===== src/rtl/channel_lock_detector_pkg.sv =====
// Shared types and default sizing for the channel lock detector.
package channel_lock_detector_pkg;

  typedef enum logic [1:0] {
    LOCK_IDLE    = 2'b00,
    LOCK_PULL_IN = 2'b01,
    LOCK_LOCKED  = 2'b10,
    LOCK_LOST    = 2'b11
  } lock_state_e;

  localparam int DEF_ACC_W          = 16;
  localparam int DEF_I2Q2_W         = 32;
  localparam int DEF_SCORE_W        = 6;
  localparam int DEF_SCORE_MAX      = 40;
  localparam int DEF_LOCK_THRESH    = 20;
  localparam int DEF_UNLOCK_THRESH  = 8;
  localparam int DEF_LOSS_PENALTY   = 2;
  localparam int DEF_PULLIN_TIMEOUT = 200;
  localparam int DEF_RATIO_SHIFT    = 1;
  localparam int HIST_W             = 16;

endpackage


===== src/rtl/channel_lock_detector_abs_sat.sv =====
// Saturating absolute value: the most negative input maps to the largest positive value.
module abs_sat #(
  parameter int W = 16
) (
  input  logic signed [W-1:0] x,
  output logic        [W-1:0] y
);

  localparam logic [W-1:0] MOST_NEG = {1'b1, {(W-1){1'b0}}};
  localparam logic [W-1:0] MAX_POS  = {1'b0, {(W-1){1'b1}}};

  always_comb begin
    if (!x[W-1]) begin
      y = $unsigned(x);
    end else if ($unsigned(x) == MOST_NEG) begin
      y = MAX_POS;
    end else begin
      y = $unsigned(-x);
    end
  end

endmodule


===== src/rtl/channel_lock_detector.sv =====
// Per-channel carrier/code lock judge, evaluated once per tracking epoch through a two-stage pipeline.
// Define CHANNEL_LOCK_HISTORY_EN to keep a 16-epoch shift register of pass bits on lock_history.
//
// state    | meaning
// IDLE     | no epoch evaluated since reset / mode change
// PULL_IN  | loops converging; score must reach lock threshold before timeout
// LOCKED   | lock held; nav-bit extraction may proceed
// LOST     | sticky loss; re-acquisition required (cleared only by resets)
module channel_lock_detector
  import channel_lock_detector_pkg::*;
#(
  parameter int ACC_W          = DEF_ACC_W,
  parameter int I2Q2_W         = DEF_I2Q2_W,
  parameter int SCORE_W        = DEF_SCORE_W,
  parameter int SCORE_MAX      = DEF_SCORE_MAX,
  parameter int LOCK_THRESH    = DEF_LOCK_THRESH,
  parameter int UNLOCK_THRESH  = DEF_UNLOCK_THRESH,
  parameter int LOSS_PENALTY   = DEF_LOSS_PENALTY,
  parameter int PULLIN_TIMEOUT = DEF_PULLIN_TIMEOUT,
  parameter int RATIO_SHIFT    = DEF_RATIO_SHIFT
) (
  input  logic                      clk,
  input  logic                      reset_n,
  input  logic                      mode_reset,
  input  logic                      tracking_ready,
  input  logic signed [ACC_W-1:0]   i_prompt_k,
  input  logic signed [ACC_W-1:0]   q_prompt_k,
  input  logic        [I2Q2_W-1:0]  i2q2_prompt,
  input  logic        [I2Q2_W-1:0]  power_thresh,
  output logic        [1:0]         lock_state,
  output logic                      locked,
  output logic                      lost,
  output logic                      lost_strobe,
  output logic        [SCORE_W-1:0] lock_score,
  output logic        [15:0]        epoch_count,
  output logic        [HIST_W-1:0]  lock_history
);

  localparam int                 PI_W      = $clog2(PULLIN_TIMEOUT + 1);
  localparam logic [PI_W-1:0]    PI_LOAD   = PI_W'(PULLIN_TIMEOUT);
  localparam logic [PI_W-1:0]    PI_LAST   = PI_W'(1);
  localparam logic [SCORE_W-1:0] SCORE_TOP = SCORE_W'(SCORE_MAX);
  localparam logic [SCORE_W-1:0] LOCK_V    = SCORE_W'(LOCK_THRESH);
  localparam logic [SCORE_W-1:0] UNLOCK_V  = SCORE_W'(UNLOCK_THRESH);
  localparam logic [SCORE_W-1:0] PENALTY_V = SCORE_W'(LOSS_PENALTY);

  logic                clear;
  logic [ACC_W-1:0]    abs_i_c, abs_q_c;
  logic [ACC_W-1:0]    abs_i_q, abs_q_q;
  logic                power_ok_q, valid1_q;
  logic [ACC_W:0]      mag_i, mag_q_thr;
  logic                pass;
  logic [SCORE_W-1:0]  score_q, score_nxt;
  logic [15:0]         epoch_q;
  logic [PI_W-1:0]     pullin_left_q;
  logic                pullin_done;
  logic                lost_strobe_q;
  lock_state_e         state_q, state_nxt;

  assign clear = !reset_n || mode_reset;

  abs_sat #(.W(ACC_W)) u_abs_i (.x(i_prompt_k), .y(abs_i_c));
  abs_sat #(.W(ACC_W)) u_abs_q (.x(q_prompt_k), .y(abs_q_c));

  // Stage 1: magnitudes and power test
  always_ff @(posedge clk) begin
    if (clear) begin
      valid1_q   <= 1'b0;
      abs_i_q    <= '0;
      abs_q_q    <= '0;
      power_ok_q <= 1'b0;
    end else begin
      valid1_q <= tracking_ready;
      if (tracking_ready) begin
        abs_i_q    <= abs_i_c;
        abs_q_q    <= abs_q_c;
        power_ok_q <= (i2q2_prompt >= power_thresh);
      end
    end
  end

  // One extra bit so |Q| + |Q|/2^k cannot overflow
  assign mag_i     = {1'b0, abs_i_q};
  assign mag_q_thr = {1'b0, abs_q_q} + {1'b0, (abs_q_q >> RATIO_SHIFT)};
  assign pass      = (mag_i > mag_q_thr) && power_ok_q;

  always_comb begin
    score_nxt = score_q;
    if (pass) begin
      if (score_q >= SCORE_TOP) score_nxt = SCORE_TOP;
      else                      score_nxt = score_q + 1'b1;
    end else begin
      if (score_q < PENALTY_V) score_nxt = '0;
      else                     score_nxt = score_q - PENALTY_V;
    end
  end

  assign pullin_done = (pullin_left_q == PI_LAST);

  always_ff @(posedge clk) begin
    if (clear) state_q <= LOCK_IDLE;
    else       state_q <= state_nxt;
  end

  always_comb begin
    state_nxt = state_q;
    if (valid1_q) begin
      case (state_q)
        LOCK_IDLE:    state_nxt = LOCK_PULL_IN;
        LOCK_PULL_IN: begin
          if (score_nxt >= LOCK_V)  state_nxt = LOCK_LOCKED;
          else if (pullin_done)     state_nxt = LOCK_LOST;
        end
        LOCK_LOCKED:  if (score_nxt < UNLOCK_V) state_nxt = LOCK_LOST;
        default:      state_nxt = state_q;
      endcase
    end
  end

  // Stage 2: score, counters, strobe
  always_ff @(posedge clk) begin
    if (clear) begin
      score_q       <= '0;
      epoch_q       <= '0;
      pullin_left_q <= PI_LOAD;
      lost_strobe_q <= 1'b0;
    end else begin
      lost_strobe_q <= (state_nxt == LOCK_LOST) && (state_q != LOCK_LOST);
      if (valid1_q) begin
        score_q <= score_nxt;
        if (epoch_q != 16'hFFFF) epoch_q <= epoch_q + 16'd1;
        if ((state_q == LOCK_IDLE || state_q == LOCK_PULL_IN) && pullin_left_q != '0)
          pullin_left_q <= pullin_left_q - 1'b1;
      end
    end
  end

  always_comb begin
    lock_state  = state_q;
    locked      = (state_q == LOCK_LOCKED);
    lost        = (state_q == LOCK_LOST);
    lost_strobe = lost_strobe_q;
    lock_score  = score_q;
    epoch_count = epoch_q;
  end

`ifdef CHANNEL_LOCK_HISTORY_EN
  logic [HIST_W-1:0] history_q;

  always_ff @(posedge clk) begin
    if (clear)         history_q <= '0;
    else if (valid1_q) history_q <= {history_q[HIST_W-2:0], pass};
  end

  assign lock_history = history_q;
`else
  assign lock_history = '0;
`endif

endmodule


===== config.mk =====
export PLATFORM = sky130hd
export DESIGN_NAME = channel_lock_detector
export DESIGN_NICKNAME = d
export VERILOG_FILES = /design/src/rtl/channel_lock_detector_pkg.sv /design/src/rtl/channel_lock_detector_abs_sat.sv /design/src/rtl/channel_lock_detector.sv
export SDC_FILE = /design/constraint.sdc
export NUM_CORES = 1
export LEC_CHECK = 0
export BUFFER_PORTS_ARGS = -buffer_cell sky130_fd_sc_hd__clkbuf_2
export CORE_MARGIN = 2
export CORE_UTILIZATION = 50
export DETAILED_ROUTE_END_ITERATION = 10
export PLACE_DENSITY = 0.75
export SYNTH_ARGS = -nofsm -noshare
export SYNTH_HDL_FRONTEND = slang
export SYNTH_HIERARCHICAL = 1
export SYNTH_SLANG_ARGS = --single-unit

===== constraint.sdc =====
create_clock -name clk -period 13.2 [get_ports clk]
set_clock_uncertainty 0.05 [all_clocks]
set_input_delay 1.32 -clock clk [delete_from_list [all_inputs] [get_ports clk]]
set_output_delay 1.32 -clock clk [all_outputs]
set_load 0.01 [all_outputs]

==> summary.txt, run 1 <==
GRT
  • Global-route wire length before repair: 22.1 mm
  • Overall routing resource usage: 20.2%
  • Grt total ovfl: 0
  • Number of global-route vias before repair: 5030
  • Largest net degree at the start of global routing: 62
  • Antenna violations before repair: 0

Cells and area
  • Nets: 1018
  • Finished Core Util: 59.6%
  • Layout cells sized above 1: 20.1%
  • N_diodes: 0
  • Commonest non-fill, non-tap cells in the layout: 126 x clkbuf_2, 80 x nor2_1, 73 x ha_1, 67 x dfxtp_1, 58 x inv_1
  • Most common cell after layout, fill and taps aside: clkbuf_2
  • Synth-to-layout area growth: 15.7%
  • Post-Layout Cell Count: 992
  • Fillers: 1061

Worst setup path
  • CP endpoint kind: flip-flop
  • Crit Path Category: reg -> reg
  • Crit start category: flip-flop
  • Slowest-stage cell, CP: a31oi_2
  • Top cell by count, worst path: o21ai_0
  • Slowest stage delay, CP: 470 ps
  • Data required, critical path: 13390 ps
  • Family with the most delay on the worst path: compound AO/OA/AOI/OAI gates
  • Crit path max fanout: 10
  • Crit-path cells: ha_1 -> fa_1 -> a211oi_1 -> o21ai_0 -> and3_2 -> a211o_1 -> a21oi_1 -> o21ai_0 -> xnor2_1 -> ha_1 -> nand2_1 -> nor3_1 -> o21ai_0 -> a31oi_2 -> and2_1 -> a31oi_1 -> a311oi_1
  • CP bufs+invs: 0
  • Worst EP arrival: 4800 ps

Placement
  • Routability Congestion: 0.842
  • Placed Cells: 976
  • Post-DP HPWL: 9.96 mm
  • PortBufs: 126

Min path
  • Hold crit path type: reg -> reg

Die
  • Core Box Area: 0.0115 mm2
  • Die H: 113 um
  • Die area: 0.0127 mm2
  • # IOs: 143
  • Initial Util: 51.5%
  • # rows: 39
  • Die W: 113 um

Clock tree
  • Worst-Skew Late Latency: 330 ps
  • Root Driver: clkbuf_16
  • CTS buffer count: 9
  • H-tree depth: 3
  • CTS max path bufs: 2
  • TritonCTS Sinks: 67
  • TritonCTS clock tree: built
  • CTS hold repair buffers: 0
  • Clk slew on worst S/H paths: 60 ps
  • Post_cts resized: 0
  • Post-CTS setup buffers: 0

Timing
  • Setup_tns: 0 ps
  • Final worst hold slack: 442 ps
  • Fmax: 217 MHz
  • Slew @ Worst Pin: 1100 ps
  • Min Tclk post-route: 4610 ps
  • RSZ-0062 raised after global routing: no
  • Fin crit share: 34.9%
  • Max-slew violation count: 0
  • Final hold violation count: 0
  • Slew HR: 26.8%
  • Endpoints failing setup: 0

Yosys
  • Asr flop ratio synth: 0%
  • Register bit total from synthesis: 67
  • Synthesis Warnings: 6
  • Cell Area, Synth: 0.00593 mm2
  • Cells after Synth: 732
  • Count of cell types in the netlist: 78
  • Number of enable flip-flop cells after synthesis: 0
  • Avg Inst Size Synth: 8.10 um2
  • Sequential share of the synthesized area: 22.6%
  • Post-synth top flop: dfxtp_1

Pwr
  • VDD IR max: 0.0620 mV
  • PwrDens: 84.6 mW/mm2
  • Lkg Pwr: 3.33 nW

Routing
  • DR iter-0 viols: 305
  • Via density: 5.49
  • Post-route ant nets: 0
  • Mean routed wirelength per cell: 13.1 um
  • DRC violations left: 6
  • Vias: 5448
  • Detailed Route WL: 13.0 mm
  • Router iterations before antenna repair: 8

Status
  • Violated checks: DRC
  • Outcome: finished, violations left

Job
  • Max cap viols: 0
[report_power, final]
| group | switching [W] | leakage [nW] | internal [W] | total, W |
|---|---|---|---|---|
| Combinational | 0.0000601 | 2.63 | 0.0000505 | 0.000111 |
| Sequential | 0.00000475 | 0.543 | 0.000207 | 0.000212 |
| Clock | 0.0000914 | 0.160 | 0.000167 | 0.000258 |
[flip-flops by register name, indices dropped and copies added (netlist names)]
signal         count
pullin_left_q      8
lost_strobe        1
valid1_q           1
abs_q_q           16
power_ok_q         1
lock_score         6
lock_state         2
abs_i_q           16
epoch_count       16
[worst register-to-register path: cells and delay by family, from the launching register on]
kind	cells	cell delay, ps
xor gates and xnor gates	1	150
and+or+nand+nor	4	930
AOI/OAI and AO/OA	9	2090
DFF	1	350
adders and majority gates	3	960
[cell usage after synthesis, types with 14 or more instances]
cell type	n	area (um2)
clkbuf_1	15	56.3
nor2_1	80	300
a21o_1	14	105
o21ai_0	44	220
buf_4	18	135
nand2_1	47	176
nand4_1	16	100
nor3_1	19	95.1
xnor2_1	15	131
dfxtp_1	67	1340
inv_1	58	218
nand3_1	17	85.1
a21oi_1	43	215
mux2i_1	42	420
xor2_1	25	219
ha_1	73	913
[area by class of cell]
type	instances	area, um2	share of cell area [%]
Multi-Input combinational cell	581	4160	60.6
Sequential cell	67	1340	19.5
Timing Repair Buffer	127	638	9.30
Clock buffer	9	225	3.28
Inverter	58	218	3.17
Tap cell	143	179	2.61
Clock inverter	7	100	1.46
[path summary, 6_finish.rpt]
kind         slack, ps  cells after the start               end        startpoint
max               8590                     17     lock_score[4]        abs_q_q[1]
min                440                      2  pullin_left_q[6]  pullin_left_q[6]
max reg2reg       8590                     17     lock_score[4]        abs_q_q[1]
min reg2reg        440                      2  pullin_left_q[6]  pullin_left_q[6]
[cells by family (layout without fill, tap and decap cells)]
logic type	count (synthesis)	in the layout	share of synthesized area [%]
AND/OR/NAND/NOR	232	232	19.6
AO/OA/AOI/OAI	177	177	20.8
buffers and inverters	99	201	8.21
adder cells (fa/ha/maj)	74	74	15.7
flip-flops	67	67	22.6
multiplexers	42	42	7.09
XOR/XNOR	40	40	5.91
other	1	16	0.0632
[routing by layer]
layer  up-vias  global-route usage [%]  part of all wire (%)
met5         -                       0                     0
met4         0                    3.74                  0.76
met3        11                    3.54                   3.4
met2        89                    35.4                    48
met1      2512                    26.2                    48
li1       2836                       -                     -
[stage by stage]
stage,setup slack (ps),total power (W),cell area [um2]
finish,8590,0.000581,6860
CTS,8610,0.000585,6860
global placement,8740,0.000324,6540
detailed placement,8640,0.000326,6540
floorplan,9050,0.000294,5990
global route,8180,0.000612,6860
Power figures use the tool's default switching activity.
==> run 2: changes to the inputs <==
--- a/config.mk
+++ b/config.mk
@@ -9,7 +9,7 @@
 export CORE_MARGIN = 2
 export CORE_UTILIZATION = 50
 export DETAILED_ROUTE_END_ITERATION = 10
-export PLACE_DENSITY = 0.75
+export PLACE_DENSITY = 0.78
 export SYNTH_ARGS = -nofsm -noshare
 export SYNTH_HDL_FRONTEND = slang
 export SYNTH_HIERARCHICAL = 1
==> constraint.sdc (replaced) <==
create_clock -name clk -period 3.8 [get_ports clk]
set_clock_uncertainty 0.05 [all_clocks]
set_input_delay 0.38 -clock clk [delete_from_list [all_inputs] [get_ports clk]]
set_output_delay 0.38 -clock clk [all_outputs]
set_load 0.01 [all_outputs]
==> run 2 against run 1 <==
Compared with the run above:
- the flow finishes with violations (DRC, setup timing)
- power grew to 3.3 times the previous value
- non-clock buffer count rose by 21
- combinational power grew to 3.7 times the previous value
- register-to-register slack worse by 8800 ps
- via count is 3.9% higher
- setup slack worse by 8800 ps
- clock power rose to 3.0 times the previous value
- sequential share of layout area is 0.59 points lower
- largest cell class unchanged
==> summary.txt, run 2 (synthesized netlist as in run 1, its figures left out) <==
Worst setup path
  • Crit path max fanout: 5 (-5)
  • Crit Path Category: reg -> reg
  • CP bufs+invs: 0 (unchanged)
  • Data required, critical path: 3980 ps (-9410 ps)
  • Reg2Reg Launch Point: abs_q_q[1]
  • Crit-path cells: ha_1 -> a211o_1 -> a2111oi_4 -> o21ai_2 -> a31o_2 -> a21oi_2 -> xor2_1 -> ha_1 -> nand4_1 -> nor3_2 -> a41o_2 -> a31oi_4 -> a211o_1 -> a31o_4 -> a2111oi_4
  • Worst EP arrival: 4190 ps (-610 ps)
  • Family with the most delay on the worst path: compound AO/OA/AOI/OAI gates
  • CP endpoint kind: flip-flop
  • Slowest-stage cell, CP: a2111oi_4
  • Slowest stage delay, CP: 370 ps (-100 ps)
  • CP startpoint: abs_q_q[1]
  • Crit start category: flip-flop

Cells and area
  • Commonest non-fill, non-tap cells in the layout: 126 x clkbuf_2, 80 x nor2_1, 72 x ha_1, 65 x dfxtp_1, 58 x inv_1
  • Nets: 1039 (+2.1%)
  • Layout cells sized above 1: 23.6% (+3.4 points)
  • Fillers: 1031 (-2.8%)
  • Synth-to-layout area growth: 19.5%
  • Post-Layout Cell Count: 1013 (+2.1%)
  • Most common cell after layout, fill and taps aside: clkbuf_2
  • N_diodes: 0 (unchanged)

Timing
  • Fmax: 249 MHz (+15%)
  • Final worst slack: -210 ps (-8800 ps)
  • Max-slew violation count: 0 (unchanged)
  • Slew @ Worst Pin: 1110 ps (+9.01 ps)
  • RSZ-0062 raised after global routing: yes
  • Slew HR: 26.2% (-0.60 points)
  • Endpoints failing setup: 6 (+6)
  • Final hold violation count: 0 (unchanged)
  • Fin crit share: 106% (+71 points)
  • Min Tclk post-route: 4010 ps (-601 ps)

GRT
  • Grt total ovfl: 0 (unchanged)
  • Number of global-route vias before repair: 5285 (+5.1%)
  • Global-route wire length before repair: 23.0 mm (+3.9%)
  • Largest net degree at the start of global routing: 36 (-42%)
  • Overall routing resource usage: 21.3% (+1.1 points)
  • Antenna violations before repair: 0 (unchanged)

Pwr
  • Reg power frac: 38.3% (+1.8 points)
  • Lkg Pwr: 3.43 nW (+3.0%)
  • VDD IR max: 0.210 mV (+240%)
  • Logic pwr share: 21.3% (+2.2 points)
  • Clk pwr share: 40.4% (-4.1 points)
  • Sw power: 0.000536 W (+240%)
  • Switching Share: 28.0% (+1.1 points)
  • PwrDens: 270 mW/mm2 (+220%)
  • Total Power: 0.00192 W (+230%)
  • Cell Int Power: 0.00138 W (+230%)

Placement
  • PortBufs: 126 (unchanged)
  • Placed Cells: 994 (+1.8%)
  • Routability Congestion: 0.872 (+3.5%)
  • Post-DP HPWL: 10.4 mm (+4.3%)

Routing
  • DRC violations left: 9 (+3)
  • DR iter-0 viols: 303 (-0.66%)
  • Metal2 WL: 6.42 mm (+3.7%)
  • Vias: 5660 (+3.9%)
  • Via density: 5.59 (+1.7%)
  • Router iterations before antenna repair: 8 (unchanged)
  • Mean routed wirelength per cell: 13.1 um (+0.20%)
  • Met1 wire length: 5.97 mm (-4.6%)
  • Post-route ant nets: 0 (unchanged)
  • Top Metal Used: met4
  • Detailed Route WL: 13.3 mm (+2.3%)
  • Routed met3 length: 617 um (+40%)

Clock tree
  • Worst-Skew Late Latency: 330 ps (about the same)
  • H-tree depth: 3 (unchanged)
  • CTS max path bufs: 2 (unchanged)
  • TritonCTS clock tree: built
  • CTS hold repair buffers: 0 (unchanged)
  • TritonCTS Sinks: 67 (unchanged)
  • Root Driver: clkbuf_16
  • Clk slew on worst S/H paths: 60 ps (about the same)
  • CTS buffer count: 9 (unchanged)

Die
  • # IOs: 143 (unchanged)
  • Die W: 113 um (unchanged)
  • Core Box Area: 0.0115 mm2 (unchanged)
  • Die H: 113 um (unchanged)
  • Initial Util: 51.5% (unchanged)
  • Die area: 0.0127 mm2 (unchanged)
  • # rows: 39 (unchanged)

Min path
  • Hold crit path type: in -> reg
  • HP Start: mode_reset

Job
  • Max cap viols: 0 (unchanged)

Status
  • Outcome: finished, violations left
  • Violated checks: DRC, setup timing
[run 2: area by class of cell]
cell class	instances	area, um2	share of cell area (%)
multi-input combinational	581	4260	60.1
sequential	67	1340	19.0
timing repair buffer	148	808	11.4
clock buffer	12	256	3.62
inverter	58	218	3.07
tap	143	179	2.52
clock inverter	4	25.0	0.353
[run 2: final timing paths]
path	depth (start not counted)	to	slack (ps)
worst min register to register	2	abs_i_q[0]	440
worst max-delay path	15	lost_strobe	-210
worst max register to register	15	lost_strobe	-210
worst min-delay path	3	pullin_left_q[6]	290
[run 2: repair_timing]
action / CTS / global route
pin swaps: 6 / 2
setup endpoints to repair: 9 / 9
resized for setup: 8 / 6
buffers inserted: 3 / 0
cloned: 0 / 0
[run 2: power by group through the flow]
stage | Clock [W] | Combinational (W) | Sequential, W
2_1_floorplan | 0 | 0.000282 | 0.000745
3_3_place_gp | 0 | 0.000390 | 0.000749
3_5_place_dp | 0 | 0.000400 | 0.000749
4_1_cts | 0.000790 | 0.000406 | 0.000734
5_1_grt | 0.000823 | 0.000465 | 0.000736
6_report | 0.000774 | 0.000409 | 0.000734
[run 2: per-layer routing]
layer | GRT usage [%] | up-vias
met3 | 4.87 | 30
met2 | 35.9 | 160
li1 | - | 2887
met1 | 26.7 | 2583
met5 | 0 | -
met4 | 7.48 | 0
[run 2: worst reg2reg max path: stages (launching register included)]
cell and delay [ps]:
dfxtp_2 340, ha_1 320, a211o_1 310, a2111oi_4 370, o21ai_2 120, a31o_2 260, a21oi_2 140, xor2_1 80
ha_1 300, nand4_1 180, nor3_2 260, a41o_2 250, a31oi_4 50, a211o_1 310, a31o_4 250, a2111oi_4 320
[run 2: per-stage QoR]
step                      setup TNS, ps  instance area [um2]  utilization (%)  hold WS (ps)  setup slack, ps
final                              -634                 7090             61.5           287             -210
after global routing              -2060                 7090             61.5           307             -338
after CTS                          -333                 7070             61.4           285             -142
after detailed placement          -1500                 6730             58.4           429             -287
after global placement             -603                 6730             58.4           427             -209
after floorplan                    -136                 6030                -           406            -68.9
==> run 3: changes to the inputs <==
--- a/config.mk
+++ b/config.mk
@@ -7,9 +7,9 @@
 export LEC_CHECK = 0
 export BUFFER_PORTS_ARGS = -buffer_cell sky130_fd_sc_hd__clkbuf_2
 export CORE_MARGIN = 2
-export CORE_UTILIZATION = 50
+export CORE_UTILIZATION = 45
 export DETAILED_ROUTE_END_ITERATION = 10
-export PLACE_DENSITY = 0.78
+export PLACE_DENSITY = 0.72
 export SYNTH_ARGS = -nofsm -noshare
 export SYNTH_HDL_FRONTEND = slang
 export SYNTH_HIERARCHICAL = 1
==> run 3 against run 2 <==
Compared with the run above:
- the run ends with setup timing left
- core utilization shrank 4.4 points
- sequential power is essentially flat
- largest cell class unchanged
- critical path depth is 3 higher
- critical endpoint is now lock_score[2]
- die area rose by 11%
==> summary.txt, run 3 (synthesized netlist as in run 1, its figures left out) <==
Min path
  • Hold path depth: 3 (unchanged)
  • Hold EP: pullin_left_q[3]
  • Hold crit path type: in -> reg
  • HP Start: mode_reset

Timing
  • Slew HR: 42.4% (+16 points)
  • Fin crit share: 106% (+0.92 points)
  • Fmax: 247 MHz (-0.87%)
  • Final worst hold slack: 288 ps (+1.23 ps)
  • Endpoints failing setup: 9 (+3)
  • Final worst slack: -245 ps (-35.1 ps)
  • Slew @ Worst Pin: 865 ps (-242 ps)
  • Min Tclk post-route: 4050 ps (+35.1 ps)
  • Max-slew violation count: 0 (unchanged)
  • Final hold violation count: 0 (unchanged)
  • RSZ-0062 raised after global routing: yes

GRT
  • Grt total ovfl: 0 (unchanged)
  • Antenna violations before repair: 0 (unchanged)
  • Overall routing resource usage: 19.6% (-1.7 points)
  • Number of global-route vias before repair: 5275 (-0.19%)
  • Largest net degree at the start of global routing: 38 (+5.6%)
  • Global-route wire length before repair: 23.3 mm (+1.5%)

Worst setup path
  • Family with the most delay on the worst path: compound AO/OA/AOI/OAI gates
  • CP endpoint kind: flip-flop
  • R2r endpoint: lock_score[2]
  • FF-to-FF setup slack: -250 ps (-40 ps)
  • Crit start category: flip-flop
  • Top cell by count, worst path: buf_6
  • Slowest stage delay, CP: 400 ps (+30 ps)
  • Slowest-stage cell, CP: fa_2
  • Data required, critical path: 3990 ps (about the same)
  • Crit Path Category: reg -> reg
  • Worst EP arrival: 4240 ps (+50 ps)
  • Crit-path cells: buf_6 -> fa_2 -> a211oi_2 -> o21ai_2 -> and3_4 -> a211o_1 -> a21oi_2 -> o21ai_1 -> xnor2_1 -> ha_1 -> nand2_2 -> nor3_4 -> a41o_2 -> a31oi_4 -> buf_6 -> and2_4 -> or3_4 -> a311oi_2
  • Reg2Reg Launch Point: abs_q_q[1]
  • Cells on worst reg2reg path: 18 (+3)
  • Crit path max fanout: 5 (unchanged)
  • CP bufs+invs: 2 (+2)

Routing
  • DR iter-0 viols: 419 (+38%)
  • Post-route ant nets: 0 (unchanged)
  • Mean routed wirelength per cell: 13.1 um (about the same)
  • Vias: 5571 (-1.6%)
  • DRC violations left: 0 (-9)
  • Router iterations before antenna repair: 4 (-4)
  • Detailed Route WL: 13.8 mm (+3.7%)
  • Via density: 5.31 (-5.0%)

Die
  • Die area: 0.0141 mm2 (+11%)
  • Core Box Area: 0.0127 mm2 (+10%)
  • Initial Util: 46.6% (-4.9 points)
  • # IOs: 143 (unchanged)
  • # rows: 41 (+5.1%)
  • Die W: 119 um (+5.2%)
  • Die H: 119 um (+5.2%)

Clock tree
  • Worst-Skew Late Latency: 340 ps (about the same)
  • CTS buffer count: 9 (unchanged)
  • CTS max path bufs: 2 (unchanged)
  • TritonCTS clock tree: built
  • TritonCTS Sinks: 67 (unchanged)
  • Root Driver: clkbuf_16
  • Clk slew on worst S/H paths: 60 ps (about the same)
  • H-tree depth: 3 (unchanged)

Cells and area
  • Commonest non-fill, non-tap cells in the layout: 126 x clkbuf_2, 79 x nor2_1, 72 x ha_1, 66 x dfxtp_1, 58 x inv_1
  • Final Cell Area: 0.00727 mm2 (+2.6%)
  • Most common cell after layout, fill and taps aside: clkbuf_2
  • Synth-to-layout area growth: 22.6%
  • N_diodes: 0 (unchanged)
  • Nets: 1047 (+0.77%)
  • Finished Core Util: 57.2% (-4.4 points)
  • Layout cells sized above 1: 25.1% (+1.5 points)
  • Post-Layout Cell Count: 1050 (+3.7%)

Placement
  • Placed Cells: 1026 (+3.2%)
  • Post-DP HPWL: 10.8 mm (+3.6%)
  • PortBufs: 126 (unchanged)
  • Post-DP Area: 0.00678 mm2 (+0.69%)
  • Routability Congestion: 0.875 (+0.34%)

Status
  • Outcome: finished, violations left
  • Violated checks: setup timing

Pwr
  • PwrDens: 277 mW/mm2 (+2.3%)
  • Lkg Pwr: 3.49 nW (+2.0%)
  • VDD IR max: 0.184 mV (-12%)

Job
  • Max cap viols: 0 (unchanged)
run 3: cell count changes in the layout (fill, tap and decap cells not counted), moves of 2 or more:
| cell | delta |
|---|---|
| buf_4 | +2 |
| clkinv_2 | -2 |
| a211oi_2 | +2 |
| dfxtp_2 | -2 |
| clkinv_4 | +2 |
| inv_6 | +2 |
| buf_6 | +7 |
run 3: power breakdown:
part	internal, W	switching [W]	total (W)
sequential	0.000718	0.0000152	0.000733
clock	0.000532	0.000325	0.000857
combinational	0.000196	0.000226	0.000421
total	0.00145	0.000566	0.00201
run 3: per-layer routing:
| metal | global-route usage, % | routed length, um |
|---|---|---|
| met5 | 0 | 0 |
| met4 | 4.61 | 164 |
| met3 | 4.30 | 561 |
| met2 | 34.5 | 6700 |
| met1 | 24.1 | 6350 |
run 3: area by class of cell:
class	count	area (um2)
repair buffers	156	882
fillers	1199	5450
clock buffers	10	239
multi-input cells	581	4300
clock inverters	6	72.6
well taps	172	215
inverters	58	218
flip-flops and latches	67	1350
run 3: worst max path at each step:
stage | startpoint | to | cells after the start | slack (ps)
CTS | abs_q_q[1] | lost_strobe | 17 | -150
global placement | abs_q_q[1] | lost_strobe | 15 | -240
detailed placement | abs_q_q[1] | lost_strobe | 15 | -270
global route | abs_q_q[1] | lock_score[2] | 18 | -430
finish | abs_q_q[1] | lock_score[2] | 18 | -250
floorplan | abs_q_q[1] | lost_strobe | 17 | -70
run 3: worst register-to-register path, stage by stage (launching register included):
cell	delay, ps
dfxtp_4	360
buf_6	120
fa_2	400
a211oi_2	290
o21ai_2	90
and3_4	190
a211o_1	240
a21oi_2	170
o21ai_1	110
xnor2_1	150
ha_1	320
nand2_2	90
nor3_4	200
a41o_2	240
a31oi_4	50
buf_6	160
and2_4	150
or3_4	360
a311oi_2	220
run 3: what timing repair did:
item,in CTS,in global routing
endpoints found under the setup margin,9,9
cloned,0,0
pin swaps,21,20
setup buffers,7,1
hold buffers,0,0
gates resized for setup,15,16
run 3: through the flow:
step	power (W)	TNS (ps)	worst slack (ps)
floorplan	0.00103	-136	-68.9
global placement	0.00114	-758	-240
detailed placement	0.00115	-1290	-268
CTS	0.00202	-638	-149
global route	0.00212	-3130	-427
finish	0.00201	-1490	-245
